File: src/rtl/dac_segment_encoder.sv
// dac_segment_encoder: converts an unsigned DAC code into the segmented drive
// pattern (thermometer units, binary cells, redundant LSB cell). The block is a
// three-stage pipeline with DWA rotation of the thermometer units, saturation
// detection with a sticky flag, and a pdb-driven flush.
module dac_segment_encoder #(
    parameter int N_THERM = 17,
    parameter int N_BIN   = 6,
    parameter int CODE_W  = 11,
    parameter int PTR_W   = 5
) (
    input  logic               clkin,
    input  logic               rstb,
    input  logic               pdb,
    input  logic [CODE_W-1:0]  code_in,
    input  logic               code_valid,
    input  logic               dem_en,
    input  logic               cal_lsb_sel,
    input  logic               sat_clr,
    output logic [N_THERM-1:0] therm_out,
    output logic [N_BIN-1:0]   bin_out,
    output logic               bin0_red_out,
    output logic               out_valid,
    output logic               sat_flag,
    output logic [PTR_W-1:0]   ptr_out
);

    localparam int CODE_MAX = N_THERM * (2 ** N_BIN) + (2 ** N_BIN) - 1;
    localparam int N_W      = CODE_W - N_BIN;
    localparam int SUM_W    = PTR_W + 1;

    localparam logic [CODE_W-1:0] CODE_MAX_V = CODE_W'(CODE_MAX);

    // Stage 1 registers
    logic              r_s1_valid;
    logic [CODE_W-1:0] r_s1_code;
    logic              r_sat;

    // Stage 2 registers
    logic               r_s2_valid;
    logic [N_THERM-1:0] r_s2_therm;
    logic [N_BIN-1:0]   r_s2_bin;
    logic               r_s2_red;
    logic [PTR_W-1:0]   r_ptr;

    // Stage 3 (output) registers
    logic               r_out_valid;
    logic [N_THERM-1:0] r_therm;
    logic [N_BIN-1:0]   r_bin;
    logic               r_red;

    // Combinational helpers
    logic                 w_sat;
    logic [N_W-1:0]       w_n;
    logic [N_BIN-1:0]     w_b;
    logic [N_THERM-1:0]   w_fill;
    logic [2*N_THERM-1:0] w_dbl;
    logic [N_THERM-1:0]   w_rot;
    logic [SUM_W-1:0]     w_sum;
    logic [PTR_W-1:0]     w_ptr_next;

    assign w_sat = code_in > CODE_MAX_V;

    // Split the stage-1 code into the unit count and the binary remainder.
    assign w_n = r_s1_code[CODE_W-1:N_BIN];
    assign w_b = r_s1_code[N_BIN-1:0];

    // n lowest units set; n = N_THERM shifts every one out, giving all ones.
    assign w_fill = ~({N_THERM{1'b1}} << w_n);

    // Rotate the fill left by ptr modulo N_THERM: the upper half of the shifted
    // doubled word wraps the high units back into the low indices.
    assign w_dbl = {w_fill, w_fill} << r_ptr;
    assign w_rot = w_dbl[2*N_THERM-1:N_THERM];

    // ptr < N_THERM and n <= N_THERM, so a single subtraction is a full modulo.
    assign w_sum      = SUM_W'(r_ptr) + SUM_W'(w_n);
    assign w_ptr_next = (w_sum >= SUM_W'(N_THERM)) ? PTR_W'(w_sum - SUM_W'(N_THERM))
                                                   : PTR_W'(w_sum);

    // Stage 1: capture the code, clamping anything above CODE_MAX.
    always_ff @(posedge clkin or negedge rstb) begin
        // NOTE: clocked state uses <= so every stage samples the pre-edge value of its predecessor.
        if (!rstb) begin
            r_s1_valid <= 1'b0;
            r_s1_code  <= '0;
        end else if (!pdb) begin
            r_s1_valid <= 1'b0;
            r_s1_code  <= '0;
        end else begin
            r_s1_valid <= code_valid;
            if (code_valid) begin
                r_s1_code <= w_sat ? CODE_MAX_V : code_in;
            end
        end
    end

    // Sticky saturation flag: set beats clear, power-down clears.
    always_ff @(posedge clkin or negedge rstb) begin
        if (!rstb) begin
            r_sat <= 1'b0;
        end else if (!pdb) begin
            r_sat <= 1'b0;
        end else if (code_valid && w_sat) begin
            r_sat <= 1'b1;
        end else if (sat_clr) begin
            r_sat <= 1'b0;
        end
    end

    // Stage 2: thermometer mask, pointer update and binary routing; bubbles hold everything.
    always_ff @(posedge clkin or negedge rstb) begin
        if (!rstb) begin
            r_s2_valid <= 1'b0;
            r_s2_therm <= '0;
            r_s2_bin   <= '0;
            r_s2_red   <= 1'b0;
            r_ptr      <= '0;
        end else if (!pdb) begin
            r_s2_valid <= 1'b0;
            r_s2_therm <= '0;
            r_s2_bin   <= '0;
            r_s2_red   <= 1'b0;
            r_ptr      <= '0;
        end else begin
            r_s2_valid <= r_s1_valid;
            if (r_s1_valid) begin
                r_s2_therm <= dem_en ? w_rot : w_fill;
                r_ptr      <= dem_en ? w_ptr_next : '0;
                r_s2_bin   <= cal_lsb_sel ? {w_b[N_BIN-1:1], 1'b0} : w_b;
                r_s2_red   <= cal_lsb_sel & w_b[0];
            end
        end
    end

    // Stage 3: output registers, updated only by valid slots.
    always_ff @(posedge clkin or negedge rstb) begin
        if (!rstb) begin
            r_out_valid <= 1'b0;
            r_therm     <= '0;
            r_bin       <= '0;
            r_red       <= 1'b0;
        end else if (!pdb) begin
            r_out_valid <= 1'b0;
            r_therm     <= '0;
            r_bin       <= '0;
            r_red       <= 1'b0;
        end else begin
            r_out_valid <= r_s2_valid;
            if (r_s2_valid) begin
                r_therm <= r_s2_therm;
                r_bin   <= r_s2_bin;
                r_red   <= r_s2_red;
            end
        end
    end

    assign therm_out    = r_therm;
    assign bin_out      = r_bin;
    assign bin0_red_out = r_red;
    assign out_valid    = r_out_valid;
    assign sat_flag     = r_sat;
    assign ptr_out      = r_ptr;

endmodule

File: config.mk
export PLATFORM = sky130hd
export DESIGN_NAME = dac_segment_encoder
export DESIGN_NICKNAME = d
export VERILOG_FILES = /design/src/rtl/dac_segment_encoder.sv
export SDC_FILE = /design/constraint.sdc
export NUM_CORES = 1
export LEC_CHECK = 0
export ABC_AREA = 1
export BUFFER_PORTS_ARGS = -buffer_cell sky130_fd_sc_hd__buf_2
export CORE_MARGIN = 2
export CORE_UTILIZATION = 64
export DETAILED_ROUTE_END_ITERATION = 7
export HOLD_SLACK_MARGIN = 0.03
export PLACE_DENSITY = 0.88
export RECOVER_POWER = 100
export SLEW_MARGIN = 10
export SYNTH_ARGS = -nofsm -noshare
export SYNTH_HDL_FRONTEND = slang
export SYNTH_SLANG_ARGS = --single-unit
File: constraint.sdc
create_clock -name clkin -period 6.75 [get_ports clkin]
set_input_delay 1.0125 -clock clkin [delete_from_list [all_inputs] [get_ports clkin]]
set_output_delay 1.0125 -clock clkin [all_outputs]
set_load 0.02 [all_outputs]
==> results of run 1 <==
kinds of logic (layout without fill, tap and decap cells):
family / Yosys count / count (layout)
AND/OR/NAND/NOR: 348 / 348
AO/OA/AOI/OAI: 88 / 88
flip-flops: 68 / 68
buffers and inverters: 100 / 135
XOR/XNOR: 3 / 3
adder cells (fa/ha/maj): 8 / 8
layout make-up:
type / instances / area (um^2) / area share
Clock buffer: 9 / 123.9 / 0.02637
Clock inverter: 7 / 82.58 / 0.01758
Inverter: 68 / 257.7 / 0.05487
Multi-Input combinational cell: 447 / 2215 / 0.4715
Sequential cell: 68 / 1702 / 0.3623
Tap cell: 80 / 100.1 / 0.02131
Timing Repair Buffer: 51 / 216.5 / 0.04608
state kept, by name (all words and copies together) (netlist names):
signal / cells
r_s2_red: 1
sat_flag: 1
ptr_out: 5
r_s1_valid: 1
bin0_red_out: 1
therm_out: 17
r_s2_therm: 17
bin_out: 6
out_valid: 1
r_s1_code: 11
r_s2_valid: 1
r_s2_bin: 6
per-layer routing:
metal,part of all wire,wire length (um)
met1,0.41,5078
met2,0.47,5863
met3,0.085,1065
met4,0.036,452
met5,0,0
synth_stat cells (2+ instances only):
cell type    n
nand3_2      8
clkbuf_1    11
clkinv_1     3
o21ai_0     39
nand4_1      5
o211ai_1     6
ha_1         7
nand3_1    132
buf_2       14
nor2_1      12
buf_4        3
or2_2        3
clkbuf_4     3
a31oi_1      2
nand2_1    180
xnor2_1      2
dfrtp_1     68
o22ai_1     17
nand2_2      4
a21oi_1     18
nor2_4       2
inv_1       64
power groups by stage:
stage	registers (mW)	clock network (mW)	logic (mW)
finish	0.439	0.346	0.187
detailed placement	0.446	0	0.184
global placement	0.445	0	0.180
CTS	0.438	0.349	0.184
global route	0.441	0.366	0.210
floorplan	0.441	0	0.136
through the flow:
step	worst slack, ps	total power [mW]	instances	area, um^2	util
floorplan	4337	0.5772	615	4345	-
global placement	3506	0.6254	713	4533	0.6785
detailed placement	3367	0.6296	713	4533	0.6785
CTS	3358	0.9713	729	4740	0.7094
global route	2077	1.016	730	4697	0.7030
finish	2878	0.9718	730	4697	0.7030
worst paths after layout:
path | cells past startpoint | start | slack [ps] | to
max | 2 | rstb | 2880 | ptr_out[0]$_DFFE_PN0P_
min | 2 | r_s2_therm[12]$_DFFE_PN0P_ | 490 | r_s2_therm[12]$_DFFE_PN0P_
max reg2reg | 12 | ptr_out[1]$_DFFE_PN0P_ | 3020 | ptr_out[2]$_DFFE_PN0P_
min reg2reg | 2 | r_s2_therm[12]$_DFFE_PN0P_ | 490 | r_s2_therm[12]$_DFFE_PN0P_
max in group clkin | 12 | ptr_out[1]$_DFFE_PN0P_ | 3020 | ptr_out[2]$_DFFE_PN0P_
min in group asynchronous | 2 | rstb | 1930 | therm_out[10]$_DFFE_PN0P_
==> qor.yml, run 1 <==
ctsRootBufferMaster: "clkbuf_8"
met1_capacity_usage_during_global_routing: 0.4748
final_layout_net_count: 671
num_antenna_cells: 0
clock_insertion_delay_worst_skew_ps: 350
groute.layer.met3.usage: 0.08857
crit_family: "buffers and inverters"
ys_seq_area_frac: 0.3916
cp-start-kind: "primary input"
worstPathCellList: "buf_2, clkbuf_1"
buffer_ports.inserted: 48
tritoncts_num_sinks: 68
max_cap_violations: 1
remaining_drc_errors: 0
largest_net_degree_at_the_start_of_global_routing: 69
synthXorXnorAreaFrac: 0.006047
finalSetupTns_ps: 0
busiest_layer: "met2"
power.internal_uw: 654.2
outcome: "finished with violations"
synth_cells: 615
dr_total_vias: 4521
cp_slowest_stage_delay_ps: 2420
gp_routability_congestion: 1.041
number_of_buffers_created_by_cts: 9
syn_avg_cell_area_um2: 7.066
cp-end-kind: "asynchronous set/reset pin"
critical-path-slowest-cell: "clkbuf_1"
crit_fanout: 68
synth_simple_gate_area_frac: 0.3619
clk_pin_slew_ps: 80
leading_area_contributor_after_synthesis: "dfrtp_1"
power_leakage_nw: 2.308
maximum_resistive_drop_on_vdd_mv: 0.1583
finalMaxSlewViolations: 69
max-slew-margin-rel: -1.308
synth_cell_type_count: 34
synth_top_cells_by_area: "dfrtp_1 39%, nand2_1 16%, nand3_1 15%"
most_common_cell_after_layout_fill_and_taps_aside: "nand2_1"
worstHoldPathType: "flip-flop to flip-flop"
detailedRoute.firstIterationViolations: 589
most_frequent_cells_in_the_layout: "180 x nand2_1, 132 x nand3_1, 68 x dfrtp_1"
share_comb_of_total_power: 0.192
h-tree-depth: 3
ctsResizeCount: 0
largest_family_of_logic_cells_by_synthesized_area: "simple AND/OR/NAND/NOR gates"
rsz0062_at_grt: "no"
achievable-frequency_mhz: 258.3
avg_wl_per_cell_um: 17.07
synth-compound-area-share: 0.1178
floorplan.die.width_um: 86.40
power_switching_uw: 317.7
timing_worst_setup_path_type: "primary input to asynchronous set/reset pin"
count_of_filler_cells_inserted_in_the_layout: 562
use_met2: 0.5573
post_route_cells_drive_above_1_share: 0.08000
grt-ovfl-total: 0
synth-edff-count: 0
timing.final.crit_period_ps: 3872
critical_path_buf_inv_count: 2
worst-slew-pin-transition_ps: 3462
netSwitchingFraction: 0.3269
groute.usage.overall: 0.3535
synth_top_flop_cell: "dfrtp_1"
mappedNetlistNets: 641
power.share.sequential: 0.452
data_arrival_time_at_the_worst_slack_endpoint_ps: 3560
dr.pass1.iters: 5
p_per_area_nw_per_um2: 206.9
drt-vias-per-instance: 6.193
max-clock-path-buffers: 2
hold_viol_final: 0
synthAdderAreaFrac: 0.02476
tritoncts: "yes"
hold_buf_cts: 0
failed_checks: "capacitance limit, slew limit"
holdWs_ps: 489.9
synthesis.area_um2: 4345
die_area_um2: 7465
routed_wl_mm: 12.46
finalCritPeriodShare: 0.5736
synthMuxAreaShare: 0
crit_required_ps: 6430
ant_nets: 0
timing.final.setup_violations: 0
dp.final_hpwl_mm: 8.962
ios: 49
yosys_register_bits: 68
placementRows: 30
async_flop_share: 1.000
die-height_um: 86.40
core-area_um2: 6681
grt_antenna_before_repair: 0
power.share.clock: 0.356
first_global_vias: 4209
area.growth.synth_to_final_pct: 8.091
post-synth-top-area-fraction: 0.3916
synthesis.yosys.warnings: 0
initial_core_util: 0.6504
cts_setup_buffers: 0
grt_first_pass_wirelength_mm: 20.49
finClkSkew_ps: 5.753
Note: power is estimated with default switching activity, not from simulation.
==> inputs of run 2 (changes only) <==
--- a/config.mk
+++ b/config.mk
@@ -8,10 +8,10 @@
 export ABC_AREA = 1
 export BUFFER_PORTS_ARGS = -buffer_cell sky130_fd_sc_hd__buf_2
 export CORE_MARGIN = 2
-export CORE_UTILIZATION = 64
+export CORE_UTILIZATION = 53
 export DETAILED_ROUTE_END_ITERATION = 7
 export HOLD_SLACK_MARGIN = 0.03
-export PLACE_DENSITY = 0.88
+export PLACE_DENSITY = 0.78
 export RECOVER_POWER = 100
 export SLEW_MARGIN = 10
 export SYNTH_ARGS = -nofsm -noshare
==> constraint.sdc (replaced) <==
create_clock -name clkin -period 3.28 [get_ports clkin]
set_input_delay 0.492 -clock clkin [delete_from_list [all_inputs] [get_ports clkin]]
set_output_delay 0.492 -clock clkin [all_outputs]
set_load 0.02 [all_outputs]
==> run 2 against run 1 <==
Against the previous run: the run still ends with capacitance limit, slew limit left; worst hold slack worse by 100 ps; sequential cell count unchanged; critical path depth up 7; register-to-register slack worse by 2700 ps; final area up 1.9%; critical endpoint is now r_s2_therm[9]$_DFFE_PN0P_; largest power group unchanged; highest routed layer unchanged.
==> qor.yml, run 2 (same netlist as run 1, synthesis figures left out) <==
ctsRootBufferMaster: "clkbuf_8"
clock_insertion_delay_worst_skew_ps: 340  # about the same
min_from: "code_in[3]"
h-tree-depth: 3  # unchanged
cp-start-kind: "flip-flop"
p_per_area_nw_per_um2: 427.6  # +110%
data_arrival_time_at_the_worst_slack_endpoint_ps: 3210  # -350 ps
most_common_cell_after_layout_fill_and_taps_aside: "nand2_1"
dr_total_vias: 4408  # -2.5%
placementRows: 33  # +10%
layout_setup_ws_ps: 306.8  # -2571 ps
cts_setup_buffers: 0  # unchanged
grt_antenna_before_repair: 0  # unchanged
count_of_filler_cells_inserted_in_the_layout: 801  # +43%
hold_buf_cts: 0  # unchanged
tritoncts_num_sinks: 68  # unchanged
finalCritPeriodShare: 0.9065
groute.usage.overall: 0.2951  # -0.05839
outcome: "finished with violations"
cp-end-kind: "flip-flop"
ios: 49  # unchanged
hold_depth: 3  # +1
preCtsSetupSlack_ps: 630.3  # -2737 ps
max-slew-margin-rel: -0.1911  # +1.117
initial_core_util: 0.5370  # -0.1134
max_cap_violations: 1  # unchanged
ctsResizeCount: 0  # unchanged
post_route_cells_drive_above_1_share: 0.08815  # +0.008146
power_leakage_nw: 2.345  # +1.6%
max-clock-path-buffers: 2  # unchanged
dp.final_hpwl_mm: 9.159  # +2.2%
cp_slowest_stage_delay_ps: 810  # -1610 ps
achievable-frequency_mhz: 336.3
number_of_buffers_created_by_cts: 9  # unchanged
area.growth.synth_to_final_pct: 10.11
final_cells: 763  # +4.5%
routed_wl_mm: 12.46  # about the same
grt_first_pass_wirelength_mm: 20.47  # -0.10%
crit_family: "buffers and inverters"
crit_fanout: 23  # -66%
ant_nets: 0  # unchanged
cp.depth: 9  # +7
critical_path_buf_inv_count: 3  # +1
timing.final.setup_violations: 0  # unchanged
largest_net_degree_at_the_start_of_global_routing: 36  # -48%
crit_start: "ptr_out[2]$_DFFE_PN0P_"
timing.final.crit_period_ps: 2973
worstHoldPathType: "primary input to flip-flop"
critical-path-slowest-cell: "clkbuf_1"
dp_cells: 747  # +4.8%
failed_checks: "capacitance limit, slew limit"
gp_routability_congestion: 1.022  # -1.9%
finClkSkew_ps: 11.21  # +5.453 ps
power_mw: 2.046  # +110%
finalMaxSlewViolations: 35  # -49%
detailedRoute.firstIterationViolations: 361  # -39%
first_global_vias: 4090  # -2.8%
num_antenna_cells: 0  # unchanged
grt-ovfl-total: 0  # unchanged
worst-slew-pin-transition_ps: 1787  # -1675 ps
die-height_um: 94.55  # +9.4%
drt-vias-per-instance: 5.777  # -6.7%
timing_worst_setup_path_type: "flip-flop to flip-flop"
hold_viol_final: 0  # unchanged
avg_wl_per_cell_um: 16.33  # -4.3%
worstPathCellList: "clkbuf_1, inv_1, clkbuf_1, nand3_1, nand3_1, nand3_1, nand3_1, nand2_1, nand2_1"
r2r_start: "ptr_out[2]$_DFFE_PN0P_"
rsz0062_at_grt: "no"
buffer_ports.inserted: 48  # unchanged
clk_pin_slew_ps: 80  # about the same
finalSetupTns_ps: 0  # unchanged
core-area_um2: 8093  # +21%
remaining_drc_errors: 0  # unchanged
final_layout_net_count: 679  # +1.2%
die_area_um2: 8939  # +20%
worst_path_most_repeated_cell: "nand3_1"
maximum_resistive_drop_on_vdd_mv: 0.2032  # +28%
tritoncts: "yes"
floorplan.die.width_um: 94.55  # +9.4%
crit_required_ps: 3520  # -2910 ps
worst_r2r_path_depth: 9  # -3
dr.pass1.iters: 5  # unchanged
most_frequent_cells_in_the_layout: "180 x nand2_1, 132 x nand3_1, 68 x dfrtp_1"
==> run 2: cell types whose count changed in the layout (fill, tap and decap cells not counted), sizes merged <==
cell    before  now
buf         18   23
clkinv       3    5
bufinv       1    2
inv         69   65
clkbuf      42   46
==> run 2: layer usage <==
layer / vias up / wire length [um] / track usage
met2: 181 / 5935 / 0.4798
met1: 2086 / 5556 / 0.4080
met5: - / 0 / 0
li1: 2120 / - / -
met4: 0 / 284 / 0.09662
met3: 21 / 685 / 0.04150
==> run 2: cell type report <==
type	instances	area (um^2)	share of cell area
Multi-Input combinational cell	447	2218	0.4637
Sequential cell	68	1702	0.3556
Timing Repair Buffer	59	259.0	0.05413
Inverter	68	257.7	0.05387
Tap cell	105	131.4	0.02746
Clock buffer	10	127.6	0.02667
Clock inverter	6	88.84	0.01857
==> run 2: metrics by stage <==
stage                     area [um^2]  hold slack (ps)  utilization
final                            4785            387.7       0.5912
after global routing             4785            387.1       0.5912
after CTS                        4861            246.2       0.6006
after detailed placement         4644            466.3       0.5739
after global placement           4644            460.1       0.5739
after floorplan                  4345            196.4            -
==> run 2: worst register-to-register path: cells and delay by family (launching register included) <==
kind                   cells  cell delay [ps]
buffers and inverters      3             1750
AND/OR/NAND/NOR            6              730
flip-flops                 1              380
==> run 2: path summary, 6_finish.rpt <==
| check | to | slack, ps |
|---|---|---|
| setup / recovery | r_s2_therm[9]$_DFFE_PN0P_ | 310 |
| hold / removal | r_s1_code[3]$_DFFE_PN0P_ | 390 |
| setup reg to reg | r_s2_therm[9]$_DFFE_PN0P_ | 310 |
| hold reg to reg | r_s2_therm[4]$_DFFE_PN0P_ | 490 |
| max in group asynchronous | r_s1_code[7]$_DFFE_PN0P_ | 960 |
| min in group asynchronous | therm_out[12]$_DFFE_PN0P_ | 620 |
==> run 2: where the power goes <==
part / internal [mW] / switching [mW] / total (mW)
registers: 0.868 / 0.0242 / 0.892
logic: 0.118 / 0.282 / 0.399
clock network: 0.428 / 0.326 / 0.754
total: 1.41 / 0.632 / 2.05
==> inputs of run 3 (changes only) <==
--- a/config.mk
+++ b/config.mk
@@ -7,6 +7,7 @@
 export LEC_CHECK = 0
 export ABC_AREA = 1
 export BUFFER_PORTS_ARGS = -buffer_cell sky130_fd_sc_hd__buf_2
+export CORE_ASPECT_RATIO = 0.75
 export CORE_MARGIN = 2
 export CORE_UTILIZATION = 53
 export DETAILED_ROUTE_END_ITERATION = 7
==> run 3 against run 2 <==
Against the previous run: the flow now finishes without violations; maximum frequency increased by 4.9%; sequential cell count did not move; clock power shrank 4.8%; non-clock buffer count fell by 1; final area shrank 0.16%; setup slack improved by 140 ps; register-to-register slack better by 140 ps; sequential share of layout area rose by 0.056 points; via count fell by 0.32%; critical path depth is 3 higher; final cell count decreased by 0.13%; sequential power barely moved; critical path type unchanged; critical endpoint is now ptr_out[2]$_DFFE_PN0P_.
==> qor.yml, run 3 (same netlist as run 1, synthesis figures left out) <==
gp_routability_congestion: 1.027  # +0.55%
area.growth.synth_to_final_pct: 9.934
most_common_cell_after_layout_fill_and_taps_aside: "nand2_1"
share_comb_of_total_power: 0.200  # +0.005
finalSetupTns_ps: 0  # unchanged
finalMaxSlewViolations: 0  # -100%
avg_wl_per_cell_um: 16.31  # -0.11%
timing_worst_setup_path_type: "flip-flop to flip-flop"
worstPathCellList: "clkbuf_1, ha_1, nand3_1, nand2_1, nand2_1, nand2_1, a21oi_1, nand2_1, nand2_1, nand2_1, nand3_1, o21ai_0"
die-height_um: 82.42  # -13%
remaining_drc_errors: 0  # unchanged
grt_first_pass_wirelength_mm: 20.22  # -1.2%
worst_r2r_path_depth: 12  # +3
ctsRootBufferMaster: "clkbuf_8"
detailedRoute.firstIterationViolations: 457  # +27%
placementRows: 28  # -15%
power_switching_uw: 661.8  # +4.7%
max_cap_violations: 0  # -1
utilization: 0.6034  # +0.01213
crit_start: "ptr_out[1]$_DFFE_PN0P_"
power.share.clock: 0.357  # -0.012
count_of_filler_cells_inserted_in_the_layout: 779  # -2.7%
worst-slew-pin-transition_ps: 1273  # -513.9 ps
first_global_vias: 4023  # -1.6%
rsz0062_at_grt: "no"
floorplan.die.width_um: 108.6  # +15%
h-tree-depth: 3  # unchanged
critical_path_buf_inv_count: 1  # -2
crit_family: "buffers and inverters"
ios: 49  # unchanged
routed_wl_mm: 12.43  # -0.24%
worstHoldPathType: "primary input to asynchronous set/reset pin"
final_layout_net_count: 678  # -0.15%
initial_core_util: 0.5488  # +0.01188
outcome: "complete, no violations"
power_leakage_nw: 2.343  # about the same
worst_path_most_repeated_cell: "nand2_1"
cp-start-kind: "flip-flop"
num_antenna_cells: 0  # unchanged
netSwitchingFraction: 0.3290  # +0.02003
crit_fanout: 22  # -4.3%
power.internal_mw: 1.350  # -4.5%
most_frequent_cells_in_the_layout: "180 x nand2_1, 132 x nand3_1, 68 x dfrtp_1"
achievable-frequency_mhz: 352.7  # +4.9%
tritoncts_num_sinks: 68  # unchanged
clk_pin_slew_ps: 90  # about the same
crit_required_ps: 3480  # -40 ps
clock_insertion_delay_worst_skew_ps: 340  # about the same
critical-path-slowest-cell: "clkbuf_1"
max-slew-margin-rel: 0.1515  # +0.3426
timing.final.setup_violations: 0  # unchanged
maximum_resistive_drop_on_vdd_mv: 0.2667  # +31%
die_area_um2: 8947  # about the same
power.share.sequential: 0.443  # +0.007
r2r_path_end: "ptr_out[2]$_DFFE_PN0P_"
r2r_start: "ptr_out[1]$_DFFE_PN0P_"
regToRegSetupSlack_ps: 440  # +140 ps
finalCritPeriodShare: 0.8645  # -0.04200
drt-vias-per-instance: 5.766  # -0.19%
number_of_buffers_created_by_cts: 9  # unchanged
largest_net_degree_at_the_start_of_global_routing: 53  # +47%
post_route_cells_drive_above_1_share: 0.09132  # +0.003178
core-area_um2: 7918  # -2.2%
cp-end-kind: "flip-flop"
data_arrival_time_at_the_worst_slack_endpoint_ps: 3040  # -170 ps
timing.final.crit_period_ps: 2835  # -137.8 ps
max-clock-path-buffers: 2  # unchanged
cp.depth: 12  # +3
ctsResizeCount: 0  # unchanged
hold_viol_final: 0  # unchanged
grt_antenna_before_repair: 0  # unchanged
grt-ovfl-total: 0  # unchanged
tritoncts: "yes"
hold_buf_cts: 0  # unchanged
p_per_area_nw_per_um2: 421.0  # -1.5%
buffer_ports.inserted: 48  # unchanged
finClkSkew_ps: 10.39  # -0.8106 ps
groute.usage.overall: 0.2973  # +0.002230
dr_total_vias: 4394  # -0.32%
dr.pass1.iters: 5  # unchanged
cp_slowest_stage_delay_ps: 830  # +20 ps
dp.final_hpwl_mm: 8.974  # -2.0%
cts_setup_buffers: 0  # unchanged
critPathCapture: "ptr_out[2]$_DFFE_PN0P_"
ant_nets: 0  # unchanged
==> run 3: per-stage QoR <==
stage | hold slack, ps | area, um^2 | std cells | setup slack [ps] | power, mW
finish | 248.2 | 4777 | 762 | 444.5 | 2.011
global route | 303.5 | 4777 | 762 | 223.4 | 2.111
detailed placement | 424.8 | 4624 | 746 | 632.2 | 1.303
floorplan | 196.4 | 4345 | 615 | 867.3 | 1.188
CTS | 51.99 | 4831 | 762 | 617.0 | 2.021
global placement | 419.1 | 4624 | 746 | 712.0 | 1.302
==> run 3: worst register-to-register path, delay by kind of cell (launching register included) <==
kind                     cells  cell delay [ps]
flip-flops                   1              350
AND/OR/NAND/NOR              8              690
adder cells (fa/ha/maj)      1              380
AO/OA/AOI/OAI                2              430
buffers and inverters        1              830
==> run 3: worst min path at each step <==
stage                               endpoint  slack (ps)  cells past startpoint
floorplan           bin0_red_out$_DFFE_PN0P_         200                      0
global placement    therm_out[3]$_DFFE_PN0P_         420                      1
detailed placement  therm_out[6]$_DFFE_PN0P_         420                      1
CTS                 therm_out[4]$_DFFE_PN0P_          50                      1
global route        therm_out[4]$_DFFE_PN0P_         300                      1
finish              therm_out[4]$_DFFE_PN0P_         250                      1
==> run 3: power by group through the flow <==
| stage | combinational (mW) | clock, mW | sequential [mW] |
|---|---|---|---|
| 2_1_floorplan | 0.281 | 0 | 0.907 |
| 3_3_place_gp | 0.396 | 0 | 0.906 |
| 3_5_place_dp | 0.397 | 0 | 0.907 |
| 4_1_cts | 0.398 | 0.732 | 0.890 |
| 5_1_grt | 0.453 | 0.762 | 0.896 |
| 6_report | 0.403 | 0.718 | 0.891 |
==> run 3: layer usage <==
metal	GRT usage	up-vias	wire, um
li1	-	2118	-
met1	0.4295	2037	5821
met2	0.4394	219	5248
met3	0.08085	20	1151
met4	0.08333	0	210
met5	0	-	0
==> run 3: layout make-up <==
type,instances,area [um^2],share of cell area
clock buffer,9,123.9,0.02593
clock inverter,7,82.58,0.01729
inverter,68,257.7,0.05395
multi-input combinational,447,2218,0.4644
sequential,68,1702,0.3562
tap,105,131.4,0.02750
timing repair buffer,58,261.5,0.05474
